===== config.mk =====
export PLATFORM = sky130hd
export DESIGN_NAME = my_modulation_gen_v2
export DESIGN_NICKNAME = d
export VERILOG_FILES = /design/src/rtl/my_modulation_pkg.sv /design/src/rtl/my_mod_trig_delay.sv /design/src/rtl/my_modulation_gen_v2.sv
export SDC_FILE = /design/constraint.sdc
export NUM_CORES = 1
export LEC_CHECK = 0
export BUFFER_PORTS_ARGS = -buffer_cell sky130_fd_sc_hd__buf_2
export CAP_MARGIN = 10
export CORE_MARGIN = 1
export CORE_UTILIZATION = 48
export CTS_CLUSTER_SIZE = 28
export DETAILED_ROUTE_END_ITERATION = 8
export PLACE_DENSITY = 0.73
export SLEW_MARGIN = 30
export SYNTH_ARGS = -nofsm -noshare
export SYNTH_HDL_FRONTEND = slang
export SYNTH_SLANG_ARGS = --single-unit

===== constraint.sdc =====
create_clock -name i_clk -period 1.9 [get_ports i_clk]
set_input_delay 0.19 -clock i_clk [delete_from_list [all_inputs] [get_ports i_clk]]
set_output_delay 0.19 -clock i_clk [all_outputs]
set_load 0.02 [all_outputs]

===== src/rtl/my_modulation_pkg.sv =====
// Shared definitions for the square-wave modulation generator: state encoding
// and default widths.
package my_modulation_pkg;

  localparam int unsigned DefDataW = 32;
  localparam int unsigned DefCntW  = 32;
  localparam int unsigned DefDlyW  = 16;

  // DEAD_HL / DEAD_LH are only reachable when MOD_DEADBAND_EN is defined.
  typedef enum logic [2:0] {
    IDLE    = 3'd0,
    HALF_H  = 3'd1,
    HALF_L  = 3'd2,
    DEAD_HL = 3'd3,
    DEAD_LH = 3'd4
  } mod_state_e;

endpackage


===== src/rtl/my_mod_trig_delay.sv =====
// Loadable down-counter producing a single registered pulse when the loaded
// delay expires. A new load restarts the count and drops any pending pulse.
module my_mod_trig_delay #(
  parameter int unsigned DLY_W = 16
) (
  input  logic             i_clk,
  input  logic             i_rst,
  input  logic             i_clr,
  input  logic             i_load,
  input  logic [DLY_W-1:0] i_dly,
  output logic             o_pulse
);

  localparam logic [DLY_W-1:0] DlyOne = 1;

  logic [DLY_W-1:0] r_cnt;
  logic             r_armed;
  logic             r_pulse;

  // Load / count down / fire once; a zero delay fires in the cycle after the load edge.
  always_ff @(posedge i_clk) begin
    if (i_rst || i_clr) begin
      r_cnt   <= '0;
      r_armed <= 1'b0;
      r_pulse <= 1'b0;
    end else if (i_load) begin
      r_cnt   <= i_dly;
      r_armed <= (i_dly != '0);
      r_pulse <= (i_dly == '0);
    end else if (r_armed) begin
      r_cnt   <= r_cnt - DlyOne;
      r_armed <= (r_cnt != DlyOne);
      r_pulse <= (r_cnt == DlyOne);
    end else begin
      r_pulse <= 1'b0;
    end
  end

  assign o_pulse = r_pulse;

endmodule


===== src/rtl/my_modulation_gen_v2.sv =====
// Square-wave modulation generator with shadowed parameters that reload only
// at full-cycle boundaries, plus a delayed per-edge step trigger.
// Optional dead band between halves: define MOD_DEADBAND_EN.
module my_modulation_gen_v2
  import my_modulation_pkg::*;
#(
  parameter int unsigned DATA_W = DefDataW,
  parameter int unsigned CNT_W  = DefCntW,
  parameter int unsigned DLY_W  = DefDlyW
) (
  input  logic                     i_clk,
  input  logic                     i_rst,
  input  logic                     i_en,
  input  logic        [CNT_W-1:0]  i_freq_cnt,
  input  logic signed [DATA_W-1:0] i_amp_H,
  input  logic signed [DATA_W-1:0] i_amp_L,
  input  logic        [DLY_W-1:0]  i_trig_dly,
  input  logic        [CNT_W-1:0]  i_dead_cnt,
  output logic signed [DATA_W-1:0] o_mod_out,
  output logic                     o_status,
  output logic                     o_stepTrig,
  output logic                     o_cycle_done,
  output logic                     o_busy
);

  localparam logic [CNT_W-1:0] CntOne = 1;

  mod_state_e               r_state, w_state_d;
  logic        [CNT_W-1:0]  r_cnt, w_cnt_d, r_sh_freq;
  logic signed [DATA_W-1:0] r_sh_amp_h, r_sh_amp_l, r_mod_out, w_mod_d;
  logic        [DLY_W-1:0]  r_sh_dly, w_trig_dly;
  logic                     r_status;
  logic                     w_last, w_reload, w_half_entry, w_trig_clr;

`ifdef MOD_DEADBAND_EN
  logic [CNT_W-1:0] r_sh_dead;
  logic             w_dead_zero, w_dead_last;
  assign w_dead_zero = (r_sh_dead == '0);
  assign w_dead_last = (r_cnt == r_sh_dead - CntOne);
`else
  logic w_unused_dead;
  assign w_unused_dead = ^i_dead_cnt;
`endif

  assign w_last = (r_cnt == r_sh_freq);

  // Next-state decode; a low enable overrides everything and returns to IDLE.
  always_comb begin
    w_state_d = r_state;
    case (r_state)
      IDLE:   w_state_d = HALF_H;
      HALF_H: begin
        if (w_last) begin
`ifdef MOD_DEADBAND_EN
          w_state_d = w_dead_zero ? HALF_L : DEAD_HL;
`else
          w_state_d = HALF_L;
`endif
        end
      end
      HALF_L: begin
        if (w_last) begin
`ifdef MOD_DEADBAND_EN
          w_state_d = w_dead_zero ? HALF_H : DEAD_LH;
`else
          w_state_d = HALF_H;
`endif
        end
      end
`ifdef MOD_DEADBAND_EN
      DEAD_HL: if (w_dead_last) w_state_d = HALF_L;
      DEAD_LH: if (w_dead_last) w_state_d = HALF_H;
`endif
      default: w_state_d = IDLE;
    endcase
    if (!i_en) w_state_d = IDLE;
  end

  // Every HALF_H entry starts a new full cycle, so that is where shadows reload.
  assign w_reload     = (w_state_d == HALF_H) && (r_state != HALF_H);
  assign w_half_entry = ((w_state_d == HALF_H) || (w_state_d == HALF_L)) &&
                        (w_state_d != r_state);
  assign w_cnt_d      = ((w_state_d != r_state) || (w_state_d == IDLE)) ? '0 : r_cnt + CntOne;
  assign w_trig_dly   = w_reload ? i_trig_dly : r_sh_dly;
  assign w_trig_clr   = !i_en;

  // Output level for the upcoming state; on reload the fresh input bypasses the shadow.
  always_comb begin
    w_mod_d = '0;
    case (w_state_d)
      HALF_H:  w_mod_d = w_reload ? i_amp_H : r_sh_amp_h;
      HALF_L:  w_mod_d = r_sh_amp_l;
      default: w_mod_d = '0;
    endcase
  end

  // State, counter, shadows and registered outputs advance together.
  always_ff @(posedge i_clk) begin
    if (i_rst) begin
      r_state    <= IDLE;
      r_cnt      <= '0;
      r_sh_freq  <= '0;
      r_sh_amp_h <= '0;
      r_sh_amp_l <= '0;
      r_sh_dly   <= '0;
`ifdef MOD_DEADBAND_EN
      r_sh_dead  <= '0;
`endif
      r_mod_out  <= '0;
      r_status   <= 1'b0;
    end else begin
      r_state   <= w_state_d;
      r_cnt     <= w_cnt_d;
      r_mod_out <= w_mod_d;
      r_status  <= (w_state_d == HALF_H);
      if (w_reload) begin
        r_sh_freq  <= i_freq_cnt;
        r_sh_amp_h <= i_amp_H;
        r_sh_amp_l <= i_amp_L;
        r_sh_dly   <= i_trig_dly;
`ifdef MOD_DEADBAND_EN
        r_sh_dead  <= i_dead_cnt;
`endif
      end
    end
  end

  my_mod_trig_delay #(
    .DLY_W (DLY_W)
  ) u_trig_delay (
    .i_clk   (i_clk),
    .i_rst   (i_rst),
    .i_clr   (w_trig_clr),
    .i_load  (w_half_entry),
    .i_dly   (w_trig_dly),
    .o_pulse (o_stepTrig)
  );

  // Last cycle before HALF_H re-entry.
`ifdef MOD_DEADBAND_EN
  assign o_cycle_done = ((r_state == HALF_L) && w_last && w_dead_zero) ||
                        ((r_state == DEAD_LH) && w_dead_last);
`else
  assign o_cycle_done = (r_state == HALF_L) && w_last;
`endif

  assign o_mod_out = r_mod_out;
  assign o_status  = r_status;
  assign o_busy    = (r_state != IDLE);

endmodule


## Yosys cells after proc, flatten, opt, wreduce, memory -nomap -nowiden

Cells that the tools add are included.

| operators by class | value |
|---|---|
| add/sub/neg operators | 2 |
| equal/unequal tests | 9 |
| muxes and demuxes | 13 |
| reduce and logical (&&, ||, !) cells | 14 |

Operators with widths:

| cell | count |
|---|---|
| $pmux W32 S2 | 1 |
| $mux W16 | 3 |
| $add A32 B1 Y32 const B | 1 |
| $eq A32 B32 Y1 | 1 |
| $mux W32 | 1 |
| $eq A16 B1 Y1 const B | 1 |
| $logic_not A16 Y1 | 1 |
| $ne A16 B1 Y1 const B | 1 |
| $reduce_bool A16 Y1 | 1 |
| $sub A16 B1 Y16 const B | 1 |
| $mux W3 | 3 |
| $pmux W3 S3 | 1 |
| $eq A3 B1 Y1 const B | 2 |
| $eq A3 B2 Y1 const B | 2 |
| $logic_not A3 Y1 | 2 |
| $mux W1 | 4 |
| $logic_and A1 B1 Y1 | 3 |
| $logic_or A1 B1 Y1 | 3 |
| $ne A3 B1 Y1 const B | 1 |
| $ne A3 B3 Y1 | 1 |
| $reduce_bool A3 Y1 | 1 |
| $reduce_bool A2 Y1 | 1 |
| $reduce_or A2 Y1 | 1 |
| $logic_not A1 Y1 | 1 |

| storage, ports and cells | value |
|---|---|
| register bits | 198 |
| input bits | 147 |
| output and inout bits | 36 |
| word-level logic and storage cells | 49 |

## Longest topological paths before layout

Gate-level depths: netlist of the first run.

| depth | value |
|---|---|
| depth after elaboration | 9 |
| mapped depth | 10 |
| depth with buffers taken out | 8 |

## Modules after synthesis

A second synthesis of the first run with hierarchy kept.

| unflattened totals | value |
|---|---|
| cell total of the unflattened synthesis | 1118 |
| area, all modules | 8725.9 µm² |

Modules (own cells, without submodules):

| module | times used | cells each | area an instance (µm²) | seq. area each (µm²) |
|---|---|---|---|---|
| my_modulation_gen_v2 | 1 | 1004 | 7743.7 | 3603.5 |
| my_mod_trig_delay | 1 | 114 | 982.2 | 360.3 |

## Worst setup path after synthesis of the first run

No wires, ideal clock.

| timing | value |
|---|---|
| path type | register to register |
| from | register r_cnt[23] |
| to | register r_mod_out[26] (netlist: o_mod_out[26]) |
| library setup time | 119 ps |
| data arrival time | 1956 ps |
| data required time | 1781 ps |
| slack | -175 ps |
| stages on the path, launching flop included | 10 |
| buffers on the path | 2 |
| clock period less this slack | 2075 ps |
| cell sequence | dfxtp_1 buf_2 xor2_1 nor4_1 and4_1 a21oi_2 nor3_4 buf_2 mux2i_1 o2bb2ai_1 |

| between the ends | value |
|---|---|
| cells in the longest elaborated chain, start to end | 8 |
| elaborated cells between the ends (all ways) | 10 |
| classes of those cells | eq/ne (3); mux (6); reduce/logical (1) |

Ends and longest elaborated chain:

| element | RTL line | source |
|---|---|---|
| start, declared | my_modulation_gen_v2.sv:29 | `logic [CNT_W-1:0] r_cnt, w_cnt_d, r_sh_freq;` |
| start signal, assigned | my_modulation_gen_v2.sv:113 | `r_cnt <= w_cnt_d;` |
| $eq A32 B32 Y1 * | my_modulation_gen_v2.sv:45 | `assign w_last = (r_cnt == r_sh_freq);` |
| $mux W3, on equally long branches | my_modulation_gen_v2.sv:62, my_modulation_gen_v2.sv:53 |  |
| $pmux W3 S3 * | my_modulation_gen_v2.sv:50 | `case (r_state)` |
| $mux W3 * | my_modulation_gen_v2.sv:76 | `if (!i_en) w_state_d = IDLE;` |
| $eq A3 B1 Y1 | my_modulation_gen_v2.sv:80, my_modulation_gen_v2.sv:90 |  |
| $logic_and A1 B1 Y1 | my_modulation_gen_v2.sv:80 | `assign w_reload = (w_state_d == HALF_H) && (r_state != HALF_H);` |
| $mux W32 | - |  |
| $pmux W32 S2 * | my_modulation_gen_v2.sv:90 | `case (w_state_d)` |
| end signal, assigned | my_modulation_gen_v2.sv:114 | `r_mod_out <= w_mod_d;` |
| end, declared | my_modulation_gen_v2.sv:30 | `logic signed [DATA_W-1:0] r_sh_amp_h, r_sh_amp_l, r_mod_out, w_mod_d;` |

Mark *: on every way between the ends. The rest lies on a longest branch, timed or not.
A chain may end at the register's enable or synchronous reset.

## Final worst setup path of the first run

| timing | value |
|---|---|
| from | register r_sh_freq[22] |
| to | register r_mod_out[12] (netlist: o_mod_out[12]) |

| between the ends | value |
|---|---|
| cells in the longest elaborated chain, start to end | 8 |
| elaborated cells between the ends (all ways) | 10 |
| classes of those cells | eq/ne (3); mux (6); reduce/logical (1) |

Ends and longest elaborated chain:

| element | RTL line | source |
|---|---|---|
| start, declared | my_modulation_gen_v2.sv:29 |  |
| start signal, assigned | my_modulation_gen_v2.sv:117 | `r_sh_freq <= i_freq_cnt;` |
| $eq A32 B32 Y1 * | my_modulation_gen_v2.sv:45 |  |
| $mux W3, on equally long branches | my_modulation_gen_v2.sv:62, my_modulation_gen_v2.sv:53 |  |
| $pmux W3 S3 * | my_modulation_gen_v2.sv:50 |  |
| $mux W3 * | my_modulation_gen_v2.sv:76 |  |
| $eq A3 B1 Y1 | my_modulation_gen_v2.sv:80, my_modulation_gen_v2.sv:90 |  |
| $logic_and A1 B1 Y1 | my_modulation_gen_v2.sv:80 |  |
| $mux W32 | - |  |
| $pmux W32 S2 * | my_modulation_gen_v2.sv:90 |  |

Marks and branches as above.

==> flow_summary_export.csv, run 1 <==
group,metric,value,unit
layout,layout_commonest_cell,"dfxtp_1",
worst_hold_path,worstHoldPathCells,3,
timing,holdWs,0.01419,ns
power_and_ir_drop,p_clk_share,39.1,%
placement,numPortBuffers,150,
layout,final_cell_mix,"dfxtp_1 (191), buf_2 (148), nand2_1 (141), nor2_1 (92), buf_4 (80)",
clock_tree,cts_tree,"yes",
drt,wl_per_cell,16.31,microns
placement,finalWeightedCongestion,0.8085,
timing,skew,0.01681,ns
logic_synthesis,synth_cells,846,
logic_synthesis,syn-num-nets,996,
timing,setup_slack,-0.5472,ns
power_and_ir_drop,p_seq_share,48.0,%
timing,rsz0062_at_grt,"true",
timing,drv_slew,0,
setup_path,crit_required,2.22,ns
logic_synthesis,synth_largest_area_cell,"dfxtp_1",
power_and_ir_drop,vdd_drop_max,0.6686,mV
clock_tree,insertion_delay,0.43,ns
timing,final.setup.tns,-70.34,ns
run,max_cap_violations,0,
placement,dp_cells,1240,
logic_synthesis,synth_top_area_share,51.49,%
setup_path,critPathKind,"flop to flop",
floorplanning,core,15430,sq um
drt,wl,21.88,mm
drt,met3WireLength,1.290,mm
floorplanning,io_pins,183,
timing,fmaxAchievable,408.6,MHz
logic_synthesis,ys_warn_count,0,
setup_path,timing.rr.start,"r_sh_freq[22]",
logic_synthesis,synthArstFlopShare,0,%
global_routing,overflow,0,
logic_synthesis,avgSynthCellArea,9.100,sq um
drt,met2RoutedLength,10.95,mm
global_routing,grt_use_total,25.66,%
worst_hold_path,holdPathEnd,"r_sh_amp_l[14]",
global_routing,grt_pass1_wl,32.89,mm
logic_synthesis,ys_seq_area_share,51.49,%
setup_path,path_max_fanout,4,
status,status,"finished, violations left",
worst_hold_path,hold_start,"i_amp_L[14]",
drt,vias_per_cell,5.148,
power_and_ir_drop,power_frac_comb,12.9,%
drt,vias,6909,
power_and_ir_drop,power_switching,2.348,mW
logic_synthesis,synth.distinct_cells,45,
setup_path,arrival,2.76,ns
clock_tree,cts_max_path_buffers,2,
power_and_ir_drop,power.leakage,4.794,nW
drt,wl_met1,9.279,mm
setup_path,worstSetupEndpointType,"flop",
power_and_ir_drop,power.internal,6.795,mW
floorplanning,rows,45,
setup_path,r2r_cells,10,
timing,setup_viol,198,
layout,fill_cells,1067,
drt,dr.pass1.iters,4,
layout,drive_gt1_share,34.22,%
setup_path,reg2reg_setup_slack,-0.55,ns
drt,drc,0,
status,violations,"setup timing",
layout,diodes,0,
drt,top_layer_used,"met4",
layout,stdcell_count,1342,
floorplanning,die_area,16550,sq um
worst_hold_path,holdCritPathClass,"input pin to flop",
logic_synthesis,synthTopCellsByArea,"dfxtp_1 (51%), xor2_1 (7.3%), nand2_1 (7.1%)",
clock_tree,htree_levels,4,
placement,hpwlAfterDp,13.02,mm
floorplanning,die_x,128.6,microns
logic_synthesis,synthFlopType,"dfxtp_1",
drt,antenna_left,0,
clock_tree,numCtsBuffers,17,
setup_path,timing.rr.end,"o_mod_out[12]",
timing,final.min_clock_period,2.447,ns
layout,area_growth,46.71,%
global_routing,grt_pass1_vias,6788,
clock_tree,cts_sinks,198,
global_routing,grt_max_degree,43,
power_and_ir_drop,p_sw_share,25.68,%
setup_path,start_kind,"flop",
floorplanning,start_util,49.90,%
logic_synthesis,netlist_area,7699,sq um
clock_tree,clk_pin_slew_worst_paths,0.07,ns
clock_tree,root_buffer,"clkbuf_16",
logic_synthesis,synth_edf_count,0,
layout,multi_input_comb_area,4094,sq um
power_and_ir_drop,power_density,809.6,nW/um^2
drt,drt_iter0_markers,382,
layout,seq_area,3973,sq um
layout,finalNetCount,1268,
global_routing,antenna_found_initial,0,
floorplanning,die_h,128.6,microns
timing,hold_violations,0,
logic_synthesis,ys_ff_latch,198,
timing,min_period_over_period,128.8,%
cell families (layout without fill, tap and decap cells):
logic type,after synthesis,count (layout),synth area share [%]
other,1,1,0.04871
AO/OA/AOI/OAI,138,138,10.92
adder cells (fa/ha/maj),3,3,0.4876
multiplexers,48,48,6.241
flip-flops,198,198,51.49
XOR/XNOR,77,77,8.760
buffers and inverters,57,342,3.202
AND/OR/NAND/NOR,324,324,18.85
synth_stat cells (2+ instances only):
cell         n
clkbuf_1    36
xnor2_1     13
nor3_2       2
ha_1         3
dfxtp_1    198
buf_4        6
nor4_1      16
nand3_1     16
or2_2        2
xor2_1      64
nand2_1    146
o21ai_1      3
o2bb2ai_1   33
or3_4        2
and3_1       5
inv_1        7
nand4_1      9
a21oi_1     81
or4_1        4
mux2i_1     48
nor3b_1      2
nor2_1      97
or3_1        3
and4_1       4
o21ai_0     13
nor3_1       7
buf_2        8
per-stage QoR:
| step | utilization, % | worst slack [ns] | total power [mW] | cell area (sq um) |
|---|---|---|---|---|
| floorplan | - | -0.1427 | 4.929 | 7779 |
| global placement | 60.32 | -0.4198 | 5.257 | 9306 |
| detailed placement | 60.32 | -0.4758 | 5.277 | 9306 |
| CTS | 68.53 | -0.5410 | 8.948 | 10570 |
| global route | 73.21 | -0.6438 | 9.475 | 11290 |
| finish | 73.21 | -0.5472 | 9.144 | 11290 |
per-layer routing:
metal	vias to the layer above	GRT usage, %
met4	0	8.581
met3	25	7.110
li1	3412	-
met2	211	43.72
met5	-	0
met1	3261	31.27
registers in the layout, indices dropped and copies added (netlist names):
signal                flops
u_trig_delay.o_pulse      1
u_trig_delay.r_cnt       16
r_sh_freq                32
r_sh_amp_h               32
r_sh_dly                 16
u_trig_delay.r_armed      1
o_mod_out                32
r_sh_amp_l               32
r_cnt                    32
o_status                  1
r_state                   3
critical path, stage by stage (launching register included):
cell and delay (ns):
dfxtp_1 0.33, xor2_1 0.16, nor4_1 0.40, and4_4 0.32, a21oi_4 0.07, nor3_4 0.27
buf_6 0.16, buf_6 0.11, clkbuf_16 0.16, mux2i_4 0.25, o2bb2ai_1 0.09
area by class of cell:
class                           instances  share of cell area, %
Multi-Input combinational cell        591                  36.25
Sequential cell                       198                  35.17
Timing Repair Buffer                  303                  20.87
Clock buffer                           19                  3.922
Tap cell                              211                  2.337
Clock inverter                         13                  1.219
Inverter                                7                 0.2326
repair_timing:
item	CTS	global route
pin swaps	4	6
cloned	3	6
resized for setup	29	97
endpoints found under the setup margin	198	198
endpoints found under the hold margin	45	0
hold buffers	46	0
setup buffers	6	11
worst max-delay path by stage:
stage	startpoint	to	slack, ns
3_5_place_dp	r_sh_freq[15]	o_mod_out[31]	-0.48
5_1_grt	r_sh_freq[17]	o_mod_out[12]	-0.64
4_1_cts	r_sh_freq[28]	o_cycle_done	-0.54
2_1_floorplan	r_cnt[24]	o_mod_out[10]	-0.14
3_3_place_gp	r_sh_freq[17]	r_sh_freq[0]	-0.42
6_report	r_sh_freq[22]	o_mod_out[12]	-0.55
power by group through the flow:
stage	clock, mW	sequential [mW]	combinational [mW]
4_1_cts	3.61	4.37	0.961
5_1_grt	3.81	4.40	1.26
3_3_place_gp	0	4.46	0.797
2_1_floorplan	0	4.46	0.467
6_report	3.57	4.39	1.18
3_5_place_dp	0	4.46	0.813
(Power assumes the default switching activity.)
==> run 2, diff against run 1 <==
--- a/config.mk
+++ b/config.mk
@@ -8,7 +8,7 @@
 export BUFFER_PORTS_ARGS = -buffer_cell sky130_fd_sc_hd__buf_2
 export CAP_MARGIN = 10
 export CORE_MARGIN = 1
-export CORE_UTILIZATION = 48
+export CORE_UTILIZATION = 50
 export CTS_CLUSTER_SIZE = 28
 export DETAILED_ROUTE_END_ITERATION = 8
 export PLACE_DENSITY = 0.73
==> constraint.sdc (replaced) <==
create_clock -name i_clk -period 2.6 [get_ports i_clk]
set_input_delay 0.26 -clock i_clk [delete_from_list [all_inputs] [get_ports i_clk]]
set_output_delay 0.26 -clock i_clk [all_outputs]
set_load 0.02 [all_outputs]
==> run 2 against run 1 <==
Compared with the run above: hold slack improved by 0.036 ns; total power fell by 31%; combinational power fell by 55%; largest cell class is now registers; count of clock-buffer cells in the layout rose by 1; the run now ends clean; highest routed layer is now met5; cell count fell by 12%; sequential power fell by 27%; critical path type is now flop to output pin; sequential share of layout area rose by 7.2 points.
==> flow_summary_export.csv, run 2 (synthesis results as in run 1) <==
group,metric,value,unit
drt,vias,6081,
timing,tightest_slew,0.6675,ns
timing,final.min_clock_period,2.495,ns
global_routing,antenna_found_initial,1,
layout,seq_area,3964,sq um
layout,diodes,0,
placement,dp_cells,1150,
timing,rsz0062_at_grt,"true",
clock_tree,ctsHoldBuffers,0,
placement,numPortBuffers,150,
clock_tree,htree_levels,4,
layout,drive_gt1_share,22.50,%
layout,area_growth,21.42,%
placement,finalWeightedCongestion,0.8002,
floorplanning,rows,44,
layout,multi_input_comb_area,3566,sq um
setup_path,crit_required,2.34,ns
setup_path,crit_path_max_incr_delay,0.36,ns
power_and_ir_drop,power.leakage,4.025,nW
setup_path,cp.buffers_inverters,1,
clock_tree,cts_sinks,198,
setup_path,path_max_fanout,3,
drt,vias_per_cell,5.136,
placement,hpwlAfterDp,11.38,mm
drt,drc,0,
setup_path,worstSetupEndpointType,"output pin",
power_and_ir_drop,vdd_drop_max,0.4836,mV
drt,antenna_left,0,
clock_tree,insertion_delay,0.44,ns
run,max_cap_violations,0,
floorplanning,die_area,15900,sq um
timing,skew,0.01077,ns
timing,fmaxAchievable,400.7,MHz
global_routing,grt_max_degree,62,
floorplanning,io_pins,183,
floorplanning,die_h,126.1,microns
layout,final_cell_mix,"dfxtp_1 (198), buf_2 (149), nand2_1 (145), nor2_1 (96), a21oi_1 (81)",
clock_tree,root_buffer,"clkbuf_16",
floorplanning,core,14750,sq um
drt,wl_per_cell,14.29,microns
timing,hold_violations,0,
power_and_ir_drop,power.total,6.299,mW
clock_tree,cts_max_path_buffers,2,
global_routing,grt_use_total,21.34,%
setup_path,cp_top_family,"simple AND/OR/NAND/NOR gates",
setup_path,arrival,2.24,ns
global_routing,overflow,0,
clock_tree,cts_tree,"yes",
setup_path,critPathKind,"flop to output pin",
clock_tree,numCtsBuffers,17,
worst_hold_path,holdCritPathClass,"input pin to flop",
clock_tree,clk_pin_slew_worst_paths,0.07,ns
layout,finalNetCount,1137,
setup_path,slowest_stage,"nor4_2",
timing,slew_headroom,55.50,%
layout,stdcell_count,1184,
global_routing,grt_pass1_wl,26.83,mm
timing,min_period_over_period,95.98,%
floorplanning,start_util,52.18,%
global_routing,grt_pass1_vias,5603,
timing,setup_viol,0,
floorplanning,die_x,126.1,microns
layout,fill_cells,1285,
drt,wl,16.92,mm
power_and_ir_drop,power_density,673.9,nW/um^2
setup_path,reg2reg_setup_slack,0.21,ns
drt,dr.pass1.iters,4,
setup_path,path_cells,"xor2_1 > nor4_2 > nand4_1 > nor2_2 > nor4b_4 > buf_2",
layout,final_util,63.36,%
setup_path,start_kind,"flop",
drt,drt_iter0_markers,280,
status,status,"finished, final reports clean",
timing,drv_slew,0,
layout,layout_commonest_cell,"dfxtp_1",
run 2: cell types whose count changed in the layout (fill, tap and decap cells not counted), sizes merged:
cell | previous run | this run
buf | 251 | 171
clkbuf | 25 | 21
clkinvlp | 2 | 5
dlygate4sd3 | 46 | 0
inv | 13 | 9
run 2: power by group:
group / leakage, nW / switching, mW / internal, mW
sequential: 1.61 / 0.0584 / 3.14
combinational: 2.14 / 0.303 / 0.232
clock: 0.274 / 1.16 / 1.41
run 2: path summary, 6_finish.rpt:
| path | from | endpoint | depth (start not counted) |
|---|---|---|---|
| hold / removal | i_freq_cnt[13] | r_sh_freq[13] | 3 |
| setup / recovery | r_sh_freq[21] | o_cycle_done | 6 |
| hold reg to reg | r_sh_amp_l[5] | r_sh_amp_l[5] | 2 |
| setup reg to reg | r_cnt[28] | o_mod_out[8] | 9 |
run 2: worst min-delay path, cell delays in order:
cell and delay [ns]:
buf_2 0.09, nand2_1 0.04, a21oi_1 0.05
run 2: final cells by class:
type / instances / share of cell area, %
tap: 184 / 2.463
sequential: 198 / 42.40
clock inverter: 12 / 1.298
timing repair buffer: 172 / 10.41
multi-input combinational: 591 / 38.15
inverter: 7 / 0.2811
clock buffer: 20 / 4.993
run 2: metrics by stage:
step	worst slack (ns)	hold slack, ns	cell area (sq um)	setup TNS, ns
after detailed placement	0.1006	0.4441	8672	0
after global placement	0.1688	0.4360	8670	0
after global routing	-0.03575	0.04013	9348	-0.03575
final	0.1046	0.05053	9348	0
after CTS	0.002089	0.03831	9279	0
after floorplan	0.4752	0.3960	7699	0
run 2: routing by layer:
| metal | up-vias | part of all wire (%) | track usage [%] |
|---|---|---|---|
| met5 | - | 0.077 | 0 |
| met2 | 122 | 48 | 35.46 |
| li1 | 3140 | - | - |
| met4 | 2 | 1.9 | 7.654 |
| met3 | 22 | 4.6 | 6.202 |
| met1 | 2795 | 45 | 26.31 |
run 2: timing repair:
item | in CTS | in global routing
pin swaps | 0 | 4
gates resized for setup | 3 | 6
cloned | 0 | 1
setup endpoints to repair | 1 | 33
buffers inserted | 0 | 1
